<file path="src/rtl/operand_loader_pkg.sv">
// Shared definitions for the operand loader: FSM states, button indices,
// control-word field positions and the button-pattern helper.
package operand_loader_pkg;

  typedef enum logic [2:0] {
    IDLE,
    PRESS,
    LOAD,
    HOLD,
    RELEASE
  } state_t;

  localparam int BTN_A = 0;
  localparam int BTN_B = 1;
  localparam int BTN_C = 2;

  localparam int C_W = 10;

  // C_reg field layout consumed by the ALU/display top.
  localparam int HEX_MODE_MSB = 9;
  localparam int HEX_MODE_LSB = 8;
  localparam int HEX_SHOW_MSB = 7;
  localparam int HEX_SHOW_LSB = 6;
  localparam int LED_SHOW_MSB = 5;
  localparam int LED_SHOW_LSB = 4;
  localparam int CARRY_IN     = 3;
  localparam int ALU_OP_MSB   = 2;
  localparam int ALU_OP_LSB   = 0;

  function automatic logic is_single(input logic [2:0] btn);
    return (btn == 3'b001) || (btn == 3'b010) || (btn == 3'b100);
  endfunction

endpackage

</file>
<file path="src/rtl/operand_loader_sync2.sv">
// Parameterized-width two-flop synchronizer for asynchronous switch and
// button inputs; asynchronous active-high reset clears both stages.
module sync2 #(
  parameter int W = 1
) (
  input  logic         clk,
  input  logic         rst,
  input  logic [W-1:0] i_d,
  output logic [W-1:0] o_q
);

  logic [W-1:0] r_meta;
  logic [W-1:0] r_sync;

  // NOTE: non-blocking assignments make r_sync take the old r_meta, giving two real stages.
  always_ff @(posedge clk or posedge rst) begin
    if (rst) begin
      r_meta <= '0;
      r_sync <= '0;
    end else begin
      r_meta <= i_d;
      r_sync <= r_meta;
    end
  end

  assign o_q = r_sync;

endmodule

</file>
<file path="src/rtl/operand_loader.sv">
// Debounced loader capturing SWITCH into the A/B/C operand registers on button presses.
// Optional CLEAR_COMBO_EN: a debounced three-button press clears all registers.
module operand_loader
  import operand_loader_pkg::*;
#(
  parameter int N          = 10,
  parameter int DEB_CYCLES = 500000
) (
  input  logic           clk,
  input  logic           rst,
  input  logic [C_W-1:0] SWITCH,
  input  logic           B0,
  input  logic           B1,
  input  logic           B2,
  output logic [N-1:0]   A_reg,
  output logic [N-1:0]   B_reg,
  output logic [C_W-1:0] C_reg,
  output logic [2:0]     load_pulse,
  output logic           busy
);

  localparam int                CNT_W   = $clog2(DEB_CYCLES + 1);
  localparam logic [CNT_W-1:0] CNT_MAX = CNT_W'(DEB_CYCLES);
  localparam logic [CNT_W-1:0] CNT_ONE = CNT_W'(1);

  logic [C_W-1:0]   w_sw;
  logic [2:0]       w_btn;
  logic             w_none;
  logic             w_press_ok;
  logic             w_clear;
  logic [CNT_W-1:0] w_cnt_inc;
  logic             w_cnt_done;

  state_t           r_state;
  logic [2:0]       r_cand;
  logic [CNT_W-1:0] r_cnt;
  logic [N-1:0]     r_a;
  logic [N-1:0]     r_b;
  logic [C_W-1:0]   r_c;
  logic [2:0]       r_load_pulse;
  logic             r_busy;

  sync2 #(.W(C_W)) u_sync_sw (
    .clk (clk),
    .rst (rst),
    .i_d (SWITCH),
    .o_q (w_sw)
  );

  sync2 #(.W(3)) u_sync_btn (
    .clk (clk),
    .rst (rst),
    .i_d ({B2, B1, B0}),
    .o_q (w_btn)
  );

  assign w_none = (w_btn == 3'b000);

`ifdef CLEAR_COMBO_EN
  assign w_press_ok = is_single(w_btn) || (w_btn == 3'b111);
  assign w_clear    = (r_cand == 3'b111);
`else
  assign w_press_ok = is_single(w_btn);
  assign w_clear    = 1'b0;
`endif

  // Saturating increment; the FSM leaves the counting state on reaching DEB_CYCLES.
  assign w_cnt_inc  = (r_cnt == CNT_MAX) ? r_cnt : r_cnt + CNT_ONE;
  assign w_cnt_done = (w_cnt_inc == CNT_MAX);

  always_ff @(posedge clk or posedge rst) begin
    if (rst) begin
      r_state      <= IDLE;
      r_cand       <= '0;
      r_cnt        <= '0;
      r_a          <= '0;
      r_b          <= '0;
      r_c          <= '0;
      r_load_pulse <= '0;
      r_busy       <= 1'b0;
    end else begin
      r_load_pulse <= '0;
      case (r_state)
        IDLE: begin
          if (w_press_ok) begin
            r_state <= PRESS;
            r_cand  <= w_btn;
            r_cnt   <= CNT_ONE;
            r_busy  <= 1'b1;
          end
        end
        PRESS: begin
          if (w_btn == r_cand) begin
            r_cnt <= w_cnt_inc;
            if (w_cnt_done) begin
              r_state      <= LOAD;
              r_load_pulse <= r_cand;
            end
          end else begin
            // Bounce, early release or a second button all restart debouncing.
            r_state <= IDLE;
            r_cnt   <= '0;
            r_busy  <= 1'b0;
          end
        end
        LOAD: begin
          if (w_clear) begin
            r_a <= '0;
            r_b <= '0;
            r_c <= '0;
          end else begin
            if (r_cand[BTN_A]) r_a <= w_sw[N-1:0];
            if (r_cand[BTN_B]) r_b <= w_sw[N-1:0];
            if (r_cand[BTN_C]) r_c <= w_sw;
          end
          r_state <= HOLD;
        end
        HOLD: begin
          if (w_none) begin
            r_state <= RELEASE;
            r_cnt   <= CNT_ONE;
          end
        end
        RELEASE: begin
          if (w_none) begin
            r_cnt <= w_cnt_inc;
            if (w_cnt_done) begin
              r_state <= IDLE;
              r_cnt   <= '0;
              r_busy  <= 1'b0;
            end
          end else begin
            r_state <= HOLD;
            r_cnt   <= '0;
          end
        end
        default: begin
          r_state <= IDLE;
          r_cnt   <= '0;
          r_busy  <= 1'b0;
        end
      endcase
    end
  end

  assign A_reg      = r_a;
  assign B_reg      = r_b;
  assign C_reg      = r_c;
  assign load_pulse = r_load_pulse;
  assign busy       = r_busy;

endmodule
</file>
<file path="config.mk">
export PLATFORM = sky130hd
export DESIGN_NAME = operand_loader
export DESIGN_NICKNAME = d
export VERILOG_FILES = /design/src/rtl/operand_loader_pkg.sv /design/src/rtl/operand_loader_sync2.sv /design/src/rtl/operand_loader.sv
export SDC_FILE = /design/constraint.sdc
export NUM_CORES = 1
export LEC_CHECK = 0
export BUFFER_PORTS_ARGS = -buffer_cell sky130_fd_sc_hd__buf_2
export CAP_MARGIN = 25
export CORE_UTILIZATION = 29
export CTS_CLUSTER_SIZE = 16
export DETAILED_ROUTE_END_ITERATION = 7
export SYNTH_ARGS = -nofsm -noshare
export SYNTH_HDL_FRONTEND = slang
export SYNTH_SLANG_ARGS = --single-unit
</file>
<file path="constraint.sdc">
create_clock -name clk -period 3.8 [get_ports clk]
set_input_delay 0.76 -clock clk [delete_from_list [all_inputs] [get_ports clk]]
set_output_delay 0.76 -clock clk [all_outputs]
set_load 0.1 [all_outputs]
</file>
==> metrics <==
layer with the highest usage met2; complex-gate fraction of the synthesized area 11.4%; nets between 400 and 500; first-pass GRT wire length 16300 µm; leakage power between 0.002 and 0.0025 µW; Reg clk slew, reported paths about 0.070 ns; die area ~15000 µm²; Peak Freq 0.291 GHz; RSZ-0062 raised after global routing false; Synth-to-Final Area Change 14.3%; Root Buffer clkbuf_16; EDFF count, synth 0; Remaining DRCs 0; max reg flops 19; Remaining Overflow, GRT 0; synth warn 0; placed wire-length estimate around 6600 µm; Synth Net Count 419; number of global-route vias before repair 3207; drt pass-1 iters 5; post-cts resize count 0; GR Util met1 17.9%; min Tclk post-route ~3.4 ns; total CTS buffers 9; crit path kind flop to flop; Simple-Gate Fraction of Synth Area 21.8%; drt via density around 5.3; pwr/cell area ~860 nW/µm²; routed wire length per instance around 16 µm; Synth Instances approximately 400; syn_area_per_cell between 10 and 15 µm²; mux cell area share after synthesis 9.21%; ys flop type dfrtp_1; max cap viols 0; Most flops, register r_cnt; Layout fillers around 1400; Port Buffer Count between 40 and 50; die height 123 µm; top-count cell post-synth dfrtp_1; xor and xnor area share after synthesis under 10%; core area between 10000 and 15000 µm²; GR Util met2 approximately 22%; largest family of logic cells by synthesized area simple AND/OR/NAND/NOR gates; Max-slew headroom a little under half; Unique masters post-synth 63; Std-Cell Rows 43; critical path peak fanout 12; sequential share of the synthesized area between 40% and 50%; final core occ 34.6%; Synth area leader dfrtp_1; All-Layer GR Usage 13.8%; Antenna Cells 0; H-tree depth 3; GRT met3 Usage slightly above 5%; Hold-fix buffers, CTS 0; CP endpoint kind flop; antenna-violating nets left 0; worst hold path class flop to flop; top post-synthesis cells by area dfrtp_1 50%, mux2_2 9.0%, nand2_1 2.8%, and3_1 2.6%, nor3_1 2.5%; Final Wtd Congestion 0.919; CTS tree done; worst-margin pin slew between 0.7 and 0.8 ns; Iter 0 DRT Violations ~150; die span in x around 120 µm; initial antenna violation count 0; worst-case clock buffer depth 2; Post-Syn Area between 4000 and 5000 µm²; Post-Synth Adder-Cell Area less than 1%; Slew Limit Fails 0; layout cell share with drive strength beyond 1 between 20% and 30%; final hold vios 0; post-CTS setup buffers 0; Fin Setup TNS 0 ns; status complete, no violations; final setup vio count 0; CTS sink cnt 85; clk_lat worst skew roughly 0.34 ns; Synth top cells by count 85 x dfrtp_1, 34 x mux2_2, 32 x nand2_1; area fraction of the dominant cell type after synthesis 49.9%; critical path arrival approximately 3.6 ns; initial core utilization between 30% and 40%; Ports between 40 and 50; final WL between 9000 and 10000 µm; via count ~3300; CP required 4.00 ns; Period Utilization, post-route around 90%; Peak supply drop ~0.9 mV; asr flop ratio synth 100%; CP startpoint kind flop; largest net degree at the start of global routing 43; Seq cells post-synth between 80 and 90; Layout Skew ~0.0076 ns
final timing paths:
| check | to | cells after the start | start | slack, ns |
|---|---|---|---|---|
| max | r_cnt[2]$_DFFE_PP0P_ | 8 | r_cnt[0]$_DFFE_PP0P_ | 0.37 |
| min | u_sync_sw.o_q[3]$_DFF_PP0_ | 0 | u_sync_sw.r_meta[3]$_DFF_PP0_ | 0.35 |
| max reg2reg | r_cnt[2]$_DFFE_PP0P_ | 8 | r_cnt[0]$_DFFE_PP0P_ | 0.37 |
| min reg2reg | u_sync_sw.o_q[3]$_DFF_PP0_ | 0 | u_sync_sw.r_meta[3]$_DFF_PP0_ | 0.35 |
| max in group asynchronous | u_sync_sw.r_meta[2]$_DFF_PP0_ | 3 | rst | 2.52 |
| min in group asynchronous | r_cnt[13]$_DFFE_PP0P_ | 2 | rst | 0.52 |
stage by stage:
| step | power (µW) | instance area, µm² | std cells | hold slack [ns] | worst slack, ns |
|---|---|---|---|---|---|
| 6_report | 4200 | 4880 | 621 | 0.349 | 0.369 |
| 3_5_place_dp | 3320 | 4560 | 605 | 0.335 | 0.419 |
| 4_1_cts | 4230 | 4880 | 621 | 0.350 | 0.406 |
| 3_3_place_gp | 3300 | 4560 | 605 | 0.332 | 0.557 |
| 5_1_grt | 4380 | 4880 | 621 | 0.356 | 0.150 |
| 2_1_floorplan | 3010 | 4260 | 402 | 0.331 | 0.847 |
cell type report:
type	count	area [µm²]	share of cell area [%]
clock buffer	9	225	4.62
sequential	85	2130	43.6
inverter	9	35.0	0.719
clock inverter	7	91.3	1.87
multi-input combinational	279	1900	39.0
tap	180	225	4.62
timing repair buffer	52	270	5.54
critical path: stages (launching register included):
cell and delay, ns:
dfrtp_1 0.50, ha_1 0.43, nand4_4 0.18, or4_4 0.55
a2111o_1 0.46, a21oi_2 0.15, nand4_2 0.36, a21oi_1 0.51
o311ai_0 0.17
where the power goes:
group | leakage [µW] | switching (µW) | internal (µW)
Clock | 0.000152 | 427 | 472
Combinational | 0.000938 | 1620 | 394
Sequential | 0.00105 | 160 | 1130
Total | 0.00214 | 2210 | 1990
logic make-up (layout without fill, tap and decap cells):
kind of cell / Yosys count / after routing
adders and majority gates: 2 / 2
muxes: 35 / 35
and+or+nand+nor: 165 / 165
buffers and inverters: 38 / 77
xor gates and xnor gates: 8 / 8
DFF: 85 / 85
AOI/OAI and AO/OA: 69 / 69
metal layers:
metal | part of all wire [%] | wire length [µm]
met2 | 45 | 4420
met5 | 0 | 0
met3 | 8.1 | 782
met4 | 1.1 | 103
met1 | 45 | 4410
cell usage in the layout (no fill, tap or decap), types with 3 or more instances in the layout:
cell type  instances
nand4_1            9
nor3_1            21
clkinv_8           4
and4_2             3
nand3b_1           3
nor4_1             6
clkbuf_16          9
and3_1            18
and2_1            11
xnor2_1            4
dfrtp_1           85
a31oi_1            5
o21bai_1           3
inv_1              8
a21boi_0           3
mux2_2            34
o211ai_1           4
nand2_1           32
a21oi_1           12
buf_2             48
xor2_1             4
buf_4              4
nor2_1            22
and3_2             6
nand3_1           15
o21ai_0           11
a211oi_1          10
Note: power is estimated with default switching activity, not from simulation.
